$ cat src/rtl/reg_scoreboard_pkg.sv
// Shared constants, FSM encoding and register-index helpers for the register scoreboard.
package reg_scoreboard_pkg;

  localparam int NUM_REGS     = 32;
  localparam int REG_W        = 5;
  localparam int MAX_INFLIGHT = 4;
  localparam int CNT_W        = 3;

  typedef enum logic {
    SB_RUN   = 1'b0,
    SB_DRAIN = 1'b1
  } sb_state_e;

  // One-hot register mask; x0 is hardwired so it never maps to a tracked bit.
  function automatic logic [NUM_REGS-1:0] reg_onehot(input logic [REG_W-1:0] idx);
    logic [NUM_REGS-1:0] mask;
    mask = {NUM_REGS{1'b0}};
    if (idx != {REG_W{1'b0}}) begin
      mask[idx] = 1'b1;
    end else begin
      mask = {NUM_REGS{1'b0}};
    end
    return mask;
  endfunction

endpackage

$ cat src/rtl/reg_scoreboard_hazard.sv
// Combinational RAW/WAW check of an issuing instruction against the pending-write bitmap.
module sb_hazard_check
  import reg_scoreboard_pkg::*;
(
  input  logic [REG_W-1:0]    rs1,
  input  logic                rs1_use,
  input  logic [REG_W-1:0]    rs2,
  input  logic                rs2_use,
  input  logic [REG_W-1:0]    rd,
  input  logic                rdwr,
  input  logic [NUM_REGS-1:0] busy,
  input  logic [NUM_REGS-1:0] bypass_mask,
  output logic                hazard
);

  logic [NUM_REGS-1:0] busy_eff_s;
  logic                rs1_hit_s;
  logic                rs2_hit_s;
  logic                rd_hit_s;

  assign busy_eff_s = busy & ~bypass_mask;

  // reg_onehot yields an empty mask for x0, so x0 operands never stall.
  always_comb begin
    rs1_hit_s = rs1_use & (|(busy_eff_s & reg_onehot(rs1)));
    rs2_hit_s = rs2_use & (|(busy_eff_s & reg_onehot(rs2)));
    rd_hit_s  = rdwr    & (|(busy_eff_s & reg_onehot(rd)));
    hazard    = rs1_hit_s | rs2_hit_s | rd_hit_s;
  end

endmodule

$ cat src/rtl/reg_scoreboard.sv
// Register scoreboard: pending-write bitmap, in-flight writer count and flush-drain FSM.
// Optional SCOREBOARD_BYPASS_EN lets a same-cycle writeback release hazards and the writer limit.
module reg_scoreboard
  import reg_scoreboard_pkg::*;
(
  input  logic                clk,
  input  logic                rst,
  input  logic                issue_valid_i,
  output logic                issue_ready_o,
  input  logic [REG_W-1:0]    issue_rs1_i,
  input  logic                issue_rs1_use_i,
  input  logic [REG_W-1:0]    issue_rs2_i,
  input  logic                issue_rs2_use_i,
  input  logic [REG_W-1:0]    issue_rd_i,
  input  logic                issue_rdwr_i,
  input  logic                wb_rdvalid_i,
  input  logic [REG_W-1:0]    wb_rdnum_i,
  input  logic                flush_i,
  output logic [NUM_REGS-1:0] busy_o,
  output logic [CNT_W-1:0]    inflight_o,
  output logic                drain_done_o,
  output logic                err_o
);

  sb_state_e           state_r;
  sb_state_e           state_nxt_s;
  logic [NUM_REGS-1:0] busy_r;
  logic [NUM_REGS-1:0] busy_nxt_s;
  logic [CNT_W-1:0]    cnt_r;
  logic [CNT_W-1:0]    cnt_nxt_s;
  logic [CNT_W-1:0]    cnt_eff_s;
  logic [NUM_REGS-1:0] bypass_mask_s;
  logic                err_r;
  logic                drain_done_r;
  logic                hazard_s;
  logic                full_s;
  logic                inc_s;
  logic                dec_s;
  logic                underflow_s;
  logic                drain_exit_s;

`ifdef SCOREBOARD_BYPASS_EN
  assign bypass_mask_s = wb_rdvalid_i ? reg_onehot(wb_rdnum_i) : {NUM_REGS{1'b0}};
  assign cnt_eff_s     = (wb_rdvalid_i && (cnt_r != {CNT_W{1'b0}})) ? (cnt_r - CNT_W'(1)) : cnt_r;
`else
  assign bypass_mask_s = {NUM_REGS{1'b0}};
  assign cnt_eff_s     = cnt_r;
`endif

  sb_hazard_check u_hazard (
    .rs1         (issue_rs1_i),
    .rs1_use     (issue_rs1_use_i),
    .rs2         (issue_rs2_i),
    .rs2_use     (issue_rs2_use_i),
    .rd          (issue_rd_i),
    .rdwr        (issue_rdwr_i),
    .busy        (busy_r),
    .bypass_mask (bypass_mask_s),
    .hazard      (hazard_s)
  );

  assign full_s        = issue_rdwr_i & (cnt_eff_s == CNT_W'(MAX_INFLIGHT));
  assign issue_ready_o = ~rst & (state_r == SB_RUN) & ~flush_i & ~hazard_s & ~full_s;
  assign inc_s         = issue_valid_i & issue_ready_o & issue_rdwr_i;
  assign dec_s         = wb_rdvalid_i;

  // In-flight counter: a simultaneous accept and writeback cancel out; a lone underflow saturates at zero.
  always_comb begin
    cnt_nxt_s   = cnt_r;
    underflow_s = 1'b0;
    case ({inc_s, dec_s})
      2'b10: cnt_nxt_s = cnt_r + CNT_W'(1);
      2'b01: begin
        if (cnt_r == {CNT_W{1'b0}}) begin
          underflow_s = 1'b1;
          cnt_nxt_s   = cnt_r;
        end else begin
          underflow_s = 1'b0;
          cnt_nxt_s   = cnt_r - CNT_W'(1);
        end
      end
      default: cnt_nxt_s = cnt_r;
    endcase
  end

  // Flush FSM: drain completes on the cycle whose next count reaches zero.
  always_comb begin
    state_nxt_s  = state_r;
    drain_exit_s = 1'b0;
    case (state_r)
      SB_RUN: begin
        if (flush_i) begin
          state_nxt_s = SB_DRAIN;
        end else begin
          state_nxt_s = SB_RUN;
        end
      end
      SB_DRAIN: begin
        if (cnt_nxt_s == {CNT_W{1'b0}}) begin
          state_nxt_s  = SB_RUN;
          drain_exit_s = 1'b1;
        end else begin
          state_nxt_s  = SB_DRAIN;
        end
      end
      default: state_nxt_s = SB_RUN;
    endcase
  end

  // Busy bitmap: clear on writeback, then set on accept so a same-register set wins.
  always_comb begin
    busy_nxt_s = busy_r;
    if (dec_s) begin
      busy_nxt_s = busy_nxt_s & ~reg_onehot(wb_rdnum_i);
    end else begin
      busy_nxt_s = busy_nxt_s;
    end
    if (inc_s) begin
      busy_nxt_s = busy_nxt_s | reg_onehot(issue_rd_i);
    end else begin
      busy_nxt_s = busy_nxt_s;
    end
    if (drain_exit_s) begin
      busy_nxt_s = {NUM_REGS{1'b0}};
    end else begin
      busy_nxt_s = busy_nxt_s;
    end
  end

  // State, counter, bitmap and status registers.
  always_ff @(posedge clk) begin
    if (rst) begin
      state_r      <= SB_RUN;
      busy_r       <= {NUM_REGS{1'b0}};
      cnt_r        <= {CNT_W{1'b0}};
      err_r        <= 1'b0;
      drain_done_r <= 1'b0;
    end else begin
      state_r      <= state_nxt_s;
      busy_r       <= busy_nxt_s;
      cnt_r        <= cnt_nxt_s;
      err_r        <= err_r | underflow_s;
      drain_done_r <= drain_exit_s;
    end
  end

  assign busy_o       = busy_r;
  assign inflight_o   = cnt_r;
  assign drain_done_o = drain_done_r;
  assign err_o        = err_r;

endmodule

$ cat config.mk
export PLATFORM = sky130hd
export DESIGN_NAME = reg_scoreboard
export DESIGN_NICKNAME = d
export VERILOG_FILES = /design/src/rtl/reg_scoreboard_pkg.sv /design/src/rtl/reg_scoreboard_hazard.sv /design/src/rtl/reg_scoreboard.sv
export SDC_FILE = /design/constraint.sdc
export NUM_CORES = 1
export LEC_CHECK = 0
export ABC_AREA = 1
export CORE_MARGIN = 1
export CORE_UTILIZATION = 51
export DETAILED_ROUTE_END_ITERATION = 10
export PLACE_DENSITY = 0.79
export RECOVER_POWER = 50
export SETUP_SLACK_MARGIN = 0.05
export SLEW_MARGIN = 10
export SYNTH_ARGS = -nofsm -noshare
export SYNTH_HDL_FRONTEND = slang
export SYNTH_SLANG_ARGS = --single-unit
$ cat constraint.sdc
create_clock -name clk -period 4.4 [get_ports clk]
set_input_delay 0.88 -clock clk [delete_from_list [all_inputs] [get_ports clk]]
set_output_delay 0.88 -clock clk [all_outputs]
set_load 0.005 [all_outputs]
* Yosys cells after proc, flatten, opt, wreduce, memory -nomap -nowiden
Cells that the tools add are included.
** Word-level totals
- Flip-flop bits (word level) :: 38
- Output and inout bits :: 38
- Bits of input ports :: 28
- Word-level logic and storage cells :: 81
** Operators by class
- Reductions and logical operators :: 14
- Muxes and demuxes :: 25
- Bitwise operators :: 24
- Equality and inequality tests :: 3
- $add $sub $neg :: 2
- Order comparisons :: 8
** Operators by type and width (count)
- 2-to-1 mux 32 bit :: 8
- bitwise AND 32 bit :: 4
- OR reduction 32 bit :: 3
- NOT 32 bit :: 1
- bitwise OR 32 bit :: 1
- < comparator 5 x 6 -> 1 bit (second input constant) :: 4
- demux 1 bit (select 5 bit) :: 4
- >= comparator 5 x 1 -> 1 bit (second input constant) :: 4
- nonzero test 5 bit :: 4
- bitwise AND 1 bit :: 10
- 2-to-1 mux 1 bit :: 10
- zero test 3 bit :: 2
- one-hot mux 3 bit (2 select lines) :: 1
- NOT 1 bit :: 5
- logical AND 1 bit :: 4
- adder 3 x 1 -> 3 bit (second input constant) :: 1
- equality test 3 bit (second input constant) :: 1
- 2-to-1 mux 3 bit :: 1
- bitwise OR 1 bit :: 3
- subtractor 3 x 1 -> 3 bit (second input constant) :: 1
- equality test 2 x 1 -> 1 bit (second input constant) :: 1
- equality test 2 bit (second input constant) :: 1
- one-hot mux 1 bit (2 select lines) :: 1
- OR reduction 2 bit :: 1

* Depth between registers and ports, before layout
Gate-level depths: netlist of run 1.
- Word-level depth :: 21
- Depth in mapped cells :: 26
- Depth with buffers taken out :: 24

* Hierarchy
A second synthesis of run 1 with hierarchy kept.
** Unflattened totals
- Cells, all modules :: 596
- Area, all modules :: 3353.2 sq um
** Modules (own cells, without submodules)
- reg_scoreboard :: area an instance 2026.9 sq um, cells each 272, instances 1, seq. area each 760.7 sq um
- sb_hazard_check :: area an instance 1326.3 sq um, cells each 324, instances 1, seq. area each 0.0 sq um

* Worst setup path before layout of run 1
Ideal clock, no wire load.
- Path type :: in2reg
- From :: input issue_rs1_i[1]
- To :: register busy_r[19], in the netlist busy_o[19]
- Slack :: 1.021 ns
- Stages on the path :: 26
- Required time :: 4.268 ns
- Setup time :: 0.132 ns
- Data arrival time :: 3.247 ns
- Path buffers :: 2
- Cells stage by stage :: buf_4 > inv_2 > nor2_1 > nand2_1 > nand2_1 > nor2_1 > nor2_1 > nand2_1 > nand2_1 > nor2_1 > nor2_1 > nor2_4 > nand2_1 > nor2_1 > inv_1 > ha_1 > nand2_1 > inv_1 > a22o_1 > nand3_1 > nand2_1 > inv_1 > nand4_1 > nand2_1 > clkbuf_1 > a21oi_1
** Between the ends
- Word-level cells in the longest chain between the ends :: 21
- Elaborated cells on any way between the ends :: 25
- Classes of those cells :: 2 x order compare; 2 x eq/ne; 7 x mux; 9 x bitwise; 5 x reduce/logical
** Ends and longest elaborated chain
- start: declaration :: line reg_scoreboard.sv:10 : input logic [REG_W-1:0] issue_rs1_i,
- < comparator 5 x 6 -> 1 bit (not written as such) / >= comparator 5 x 1 -> 1 bit (equally long branches) :: line reg_scoreboard_pkg.sv:19 : mask[idx] = 1'b1;
- logical AND 1 bit (not written as such) :: line reg_scoreboard_pkg.sv:19
- 2-to-1 mux 1 bit (not written as such) :: line reg_scoreboard_pkg.sv:19
- demux 1 bit (select 5 bit)
- 2-to-1 mux 32 bit * :: line reg_scoreboard_pkg.sv:18 : if (idx != {REG_W{1'b0}}) begin
- bitwise AND 32 bit * :: line reg_scoreboard_hazard.sv:25 : rs1_hit_s = rs1_use & (|(busy_eff_s & reg_onehot(rs1)));
- OR reduction 32 bit * :: line reg_scoreboard_hazard.sv:25
- bitwise AND 1 bit * :: line reg_scoreboard_hazard.sv:25
- [... 3 more ...]
- bitwise AND 1 bit * (2 in series) :: line reg_scoreboard.sv:63 : assign issue_ready_o = ~rst & (state_r == SB_RUN) & ~flush_i & ~hazard_s & ~full_s;
- bitwise AND 1 bit * (2 in series) :: line reg_scoreboard.sv:64 : assign inc_s = issue_valid_i & issue_ready_o & issue_rdwr_i;
- equality test 2 x 1 -> 1 bit / equality test 2 bit (equally long branches) :: line reg_scoreboard.sv:71 : case ({inc_s, dec_s})
- one-hot mux 3 bit (2 select lines) :: line reg_scoreboard.sv:71
- zero test 3 bit :: line reg_scoreboard.sv:99 : if (cnt_nxt_s == {CNT_W{1'b0}}) begin
- 2-to-1 mux 1 bit :: line reg_scoreboard.sv:99
- 2-to-1 mux 1 bit :: line reg_scoreboard.sv:90 : case (state_r)
- OR reduction 2 bit (no line)
- end signal: assignment :: line reg_scoreboard.sv:134 : busy_r <= {NUM_REGS{1'b0}};
- end signal: assignment :: line reg_scoreboard.sv:140 : busy_r <= busy_nxt_s;
- end: declaration :: line reg_scoreboard.sv:27 : logic [NUM_REGS-1:0] busy_r;
Mark *: on every way between the ends. The rest lies on a longest branch, timed or not.
A chain may end at the register's enable or synchronous reset.

* Final worst setup path of run 1
- From :: input issue_rs1_i[1]
- To :: output issue_ready_o
** Between the ends
- Word-level cells in the longest chain between the ends :: 13
- Elaborated cells on any way between the ends :: 15
- Classes of those cells :: 2 x order compare; 3 x mux; 7 x bitwise; 3 x reduce/logical
** Ends and longest elaborated chain
- < comparator 5 x 6 -> 1 bit (not written as such) / >= comparator 5 x 1 -> 1 bit (equally long branches) :: line reg_scoreboard_pkg.sv:19
- logical AND 1 bit (not written as such) :: line reg_scoreboard_pkg.sv:19
- 2-to-1 mux 1 bit (not written as such) :: line reg_scoreboard_pkg.sv:19
- demux 1 bit (select 5 bit)
- 2-to-1 mux 32 bit * :: line reg_scoreboard_pkg.sv:18
- bitwise AND 32 bit * :: line reg_scoreboard_hazard.sv:25
- OR reduction 32 bit * :: line reg_scoreboard_hazard.sv:25
- bitwise AND 1 bit * :: line reg_scoreboard_hazard.sv:25
- bitwise OR 1 bit * (2 in series) :: line reg_scoreboard_hazard.sv:28 : hazard = rs1_hit_s | rs2_hit_s | rd_hit_s;
- NOT 1 bit * :: line reg_scoreboard.sv:63
- bitwise AND 1 bit * (2 in series) :: line reg_scoreboard.sv:63
- end: declaration :: line reg_scoreboard.sv:9 : output logic issue_ready_o,
Marks and branches as above.

==> flow_metrics.tcl, run 1 <==
set metrics [dict create \
    critPathLaunchType "primary input" \
    wl_per_cell_um 16.6 \
    hpwl_um 7760 \
    hold_slack_ns 0.436 \
    drt_first_pass_iters 5 \
    cp.arrival_ns 3.21 \
    grt_overflow 0 \
    htreeDepth 2 \
    fp-row-count 26 \
    max_cap_viol_count 0 \
    die-area_mm2 0.00590 \
    outcome "finished clean" \
    worstHoldPathType "reg -> reg" \
    cts-root-buf "clkbuf_8" \
    wl_met3_um 991 \
    dr.first_iter.drc_count 276 \
    drive_gt1_frac 0.0320 \
    yosysSeqAreaShare 0.267 \
    grt_max_degree 34 \
    ioPinCount 66 \
    area.growth.synth_to_final_pct 28.1 \
    synth-seq-cells 38 \
    ir_worst_vdd_v 0.000182 \
    fp.dieH_um 76.8 \
    p_total_mw 0.771 \
    finalCritPeriodShare 0.930 \
    relSlewSlack 0.384 \
    die_x_um 76.8 \
    synth_cell_types 22 \
    rsz0062_at_grt "false" \
    min_period_ns 4.09 \
    routed.top_layer "met4" \
    wl_met1_um 4100 \
    clock_latency_ns 0.30 \
    wirelength_um 10500 \
    synthesis.area_mm2 0.00285 \
    path_max_fanout 9 \
    required_ns 3.52 \
    power_density_mw_per_mm2 211 \
    path_class "in -> out" \
    mostFrequentLayoutCell "nand2_1" \
    worst_slew_pin_slew_ns 0.923 \
    slew_violations 0 \
    cp-end-kind "primary output" \
    cellLeakagePower_nw 1.73 \
    layout_common_cells "nand2_1 (140), nor2_1 (68), nand3_1 (59), inv_1 (49), dfxtp_1 (38)" \
    core_area_mm2 0.00524 \
    routed-via-count 3767 \
    cts_buffers 5 \
    setup_violations 0 \
    final_cells 632 \
    dr_wl_met2_um 4990 \
    fin_tns_setup_ns 0 \
    final_nets 594 \
    hold_violations 0 \
    tritoncts "built" \
    clk_path_buf_depth 2 \
    remaining_drc_errors 0 \
    syn_nets 532 \
    antenna_left 0 \
    path_clk_slew_ns 0.08 \
    dp_cells 624 \
    ys.warnings.count 0 \
    grt_pass1_wl_um 16700 \
    antenna_found_initial 0 \
    stdcell_area_mm2 0.00366 \
    syn_area_per_cell_um2 5.72 \
    clock_sinks 38 \
    placedInstanceArea_mm2 0.00356 \
    grt_pass1_vias 3431 \
    fmax_mhz 244 \
    viasPerCell 5.96 \
    finClkSkew_ns 0.0116 \
    gp_congestion 1.04 \
    start_util 0.545 \
    synth_cells 499 \
    postCtsHoldBufs 0 \
    grt_use_total 0.359 \
    port_buffers 65 \
    antenna_cells 0 \
]
## sequential cells by signal (all words and copies together) (netlist names)
register,cells
busy_o,32
drain_done_o,1
err_o,1
inflight_o,3
state_r,1
## path summary, 6_finish.rpt
check	from	endpoint	slack, ns	depth (start not counted)
setup / recovery	issue_rs1_i[1]	issue_ready_o	0.31	15
hold / removal	busy_o[0]	busy_o[0]	0.44	2
setup reg to reg	inflight_o[0]	busy_o[4]	1.44	22
hold reg to reg	busy_o[0]	busy_o[0]	0.44	2
## critical path, cell delays in order
cell	delay, ns
clkdlybuf4s50_1	0.63
inv_2	0.14
nor2_1	0.26
nand2_1	0.09
nand2_1	0.08
nor2_1	0.04
nor2_1	0.07
nand2_1	0.06
nand2_1	0.07
nor2_1	0.05
nor2_1	0.20
nor2_4	0.07
nand2_1	0.08
inv_1	0.04
clkdlybuf4s50_1	0.43
## repair_timing
item	in CTS	in global routing
buffers inserted	0	0
setup endpoints to repair	0	28
endpoints found under the hold margin	0	0
gates resized for setup	0	2
## metrics by stage
step	util	setup WS, ns
after floorplan	-	1.02
after global placement	0.679	0.325
after detailed placement	0.679	0.235
after CTS	0.697	0.329
after global routing	0.698	0.107
final	0.698	0.307
## kinds of logic (layout without fill, tap and decap cells)
family          Yosys count  after routing  synth area share
fa+ha+maj                 5              5            0.0219
simple gates            311            311             0.472
compound gates           77             77             0.139
flops                    38             38             0.267
buf+inv                  68            131             0.101
## area by class of cell
cell class	count	area, um2
Clock buffer	6	82.6
Clock inverter	2	12.5
Fill cell	472	1580
Inverter	52	195
Multi-Input combinational cell	393	1800
Sequential cell	38	761
Tap cell	70	87.6
Timing Repair Buffer	71	713
## Yosys cell counts, drive strengths merged
master	instances	share of area
o21ai	40	0.070
nand4	33	0.072
clkbuf	3	0.0039
a21oi	34	0.060
o211ai	1	0.0026
nor3b	1	0.0026
nor3	9	0.016
dfxtp	38	0.27
o221ai	1	0.0031
nand2	140	0.18
buf	13	0.029
nand3	59	0.10
nor2	69	0.093
a22o	1	0.0031
inv	52	0.068
ha	5	0.022
## layer usage
metal  up-vias  GRT usage
li1       1787          -
met1      1697      0.441
met2       237      0.613
met3        46     0.0429
met4         0      0.187
met5         -          0
## power by group
| part | internal (mW) | switching (mW) |
|---|---|---|
| Sequential | 0.349 | 0.00402 |
| Combinational | 0.0579 | 0.103 |
| Clock | 0.126 | 0.131 |
Note: power is estimated with default switching activity, not from simulation.
==> inputs of run 2 (changes only) <==
--- a/config.mk
+++ b/config.mk
@@ -6,6 +6,7 @@
 export NUM_CORES = 1
 export LEC_CHECK = 0
 export ABC_AREA = 1
+export CORE_ASPECT_RATIO = 0.7
 export CORE_MARGIN = 1
 export CORE_UTILIZATION = 51
 export DETAILED_ROUTE_END_ITERATION = 10
==> run 2 against run 1 <==
Effect of this change: utilization decreased by 0.63 points; sequential share of layout area decreased by 0.11 points; clock skew decreased by 0.00092 ns; first-iteration DRC count grew 52%; largest power group unchanged; clock power increased by 16%; cell area is 0.51% higher; routed wire length is 0.89% lower.
==> flow_metrics.tcl, run 2 (synthesis gave the netlist of run 1 again) <==
set metrics [dict create \
    hold_violations 0 \
    critPathLaunchType "primary input" \
    tritoncts "built" \
    gp_congestion 0.988 \
    final_cells 634 \
    cts-root-buf "clkbuf_8" \
    drive_gt1_frac 0.0320 \
    layout_common_cells "nand2_1 (140), nor2_1 (68), nand3_1 (59), inv_1 (49), dfxtp_1 (38)" \
    wl_per_cell_um 16.4 \
    path_class "in -> out" \
    finalCritPeriodShare 0.956 \
    timing.rr.start "busy_o[8]" \
    p_total_mw 0.816 \
    cp.arrival_ns 3.33 \
    rsz0062_at_grt "false" \
    cellLeakagePower_nw 1.75 \
    hpwl_um 7760 \
    cp-startpoint "issue_rs1_i[1]" \
    antenna_found_initial 0 \
    multi_input_area_mm2 0.00180 \
    grt_pass1_vias 3259 \
    fmax_mhz 238 \
    routed-via-count 3778 \
    fin_util 0.692 \
    final_nets 594 \
    hold_slack_ns 0.424 \
    cp-end-kind "primary output" \
    stdcell_area_mm2 0.00367 \
    die_x_um 91.4 \
    cts_buffers 5 \
    hold_path_startpoint "busy_o[0]" \
    fin_ws_ns 0.193 \
    die-area_mm2 0.00590 \
    outcome "finished clean" \
    dp_cells 626 \
    fp.dieH_um 64.6 \
    start_util 0.537 \
    drt_first_pass_iters 7 \
    worst_slew_pin_slew_ns 0.946 \
    power_density_mw_per_mm2 222 \
    relSlewSlack 0.368 \
    worstHoldPathType "reg -> reg" \
    antenna_cells 0 \
    max_cap_viol_count 0 \
    ff_latch_area_um2 761 \
    clock_latency_ns 0.30 \
    mostFrequentLayoutCell "nand2_1" \
    antenna_left 0 \
    grt_use_total 0.360 \
    grt_pass1_wl_um 16500 \
    port_buffers 65 \
    required_ns 3.52 \
    path_clk_slew_ns 0.08 \
    wirelength_um 10400 \
    core_area_mm2 0.00531 \
    fp-row-count 22 \
    min_period_ns 4.21 \
    placedInstanceArea_mm2 0.00356 \
    num-fill-cells 488 \
    slew_violations 0 \
    ir_worst_vdd_v 0.000178 \
    dr.first_iter.drc_count 420 \
    ioPinCount 66 \
    grt_max_degree 33 \
    setup_violations 0 \
    area.growth.synth_to_final_pct 28.8 \
    remaining_drc_errors 0 \
    clk_path_buf_depth 2 \
    finClkSkew_ns 0.0107 \
    viasPerCell 5.96 \
    clock_sinks 38 \
    grt_overflow 0 \
    fin_tns_setup_ns 0 \
    path_max_fanout 8 \
    htreeDepth 2 \
    largest_register_ffs 32 \
    dp_slack_ns 0.0884 \
]
## run 2: final timing paths
kind | endpoint | slack, ns | depth (start not counted)
max | issue_ready_o | 0.19 | 14
min | busy_o[0] | 0.42 | 2
max reg2reg | busy_o[30] | 1.42 | 21
min reg2reg | busy_o[0] | 0.42 | 2
## run 2: layer usage
metal	GRT usage	vias to the layer above	part of all wire
li1	-	1784	-
met1	0.544	1695	0.44
met2	0.497	274	0.39
met3	0.0974	23	0.15
met4	0.0714	2	0.021
met5	0.0556	-	0.0035
## run 2: worst max-delay path, cell delays in order
cell	delay, ns
clkdlybuf4s50_1	0.54
nor2_1	0.51
nand2_1	0.14
nand2_1	0.10
inv_1	0.04
nand3_1	0.06
nand3_1	0.10
nand2_1	0.07
nor2_1	0.04
nor2_1	0.22
nor2_4	0.07
nand2_1	0.08
inv_1	0.04
clkdlybuf4s50_1	0.44
## run 2: final cells by class
cell class	instances	share of cell area
multi-input cells	393	0.491
flip-flops and latches	38	0.207
repair buffers	71	0.195
inverters	52	0.0531
well taps	72	0.0245
clock buffers	5	0.0187
clock inverters	3	0.0109
## run 2: what timing repair did
action,4_1_cts,5_1_grt
buffers inserted,0,0
setup endpoints to repair,0,33
hold buffers,0,0
gates resized for setup,0,3
## run 2: report_power, final
group	switching [mW]	internal [mW]
clock network	0.132	0.167
registers	0.00436	0.349
logic	0.106	0.0578
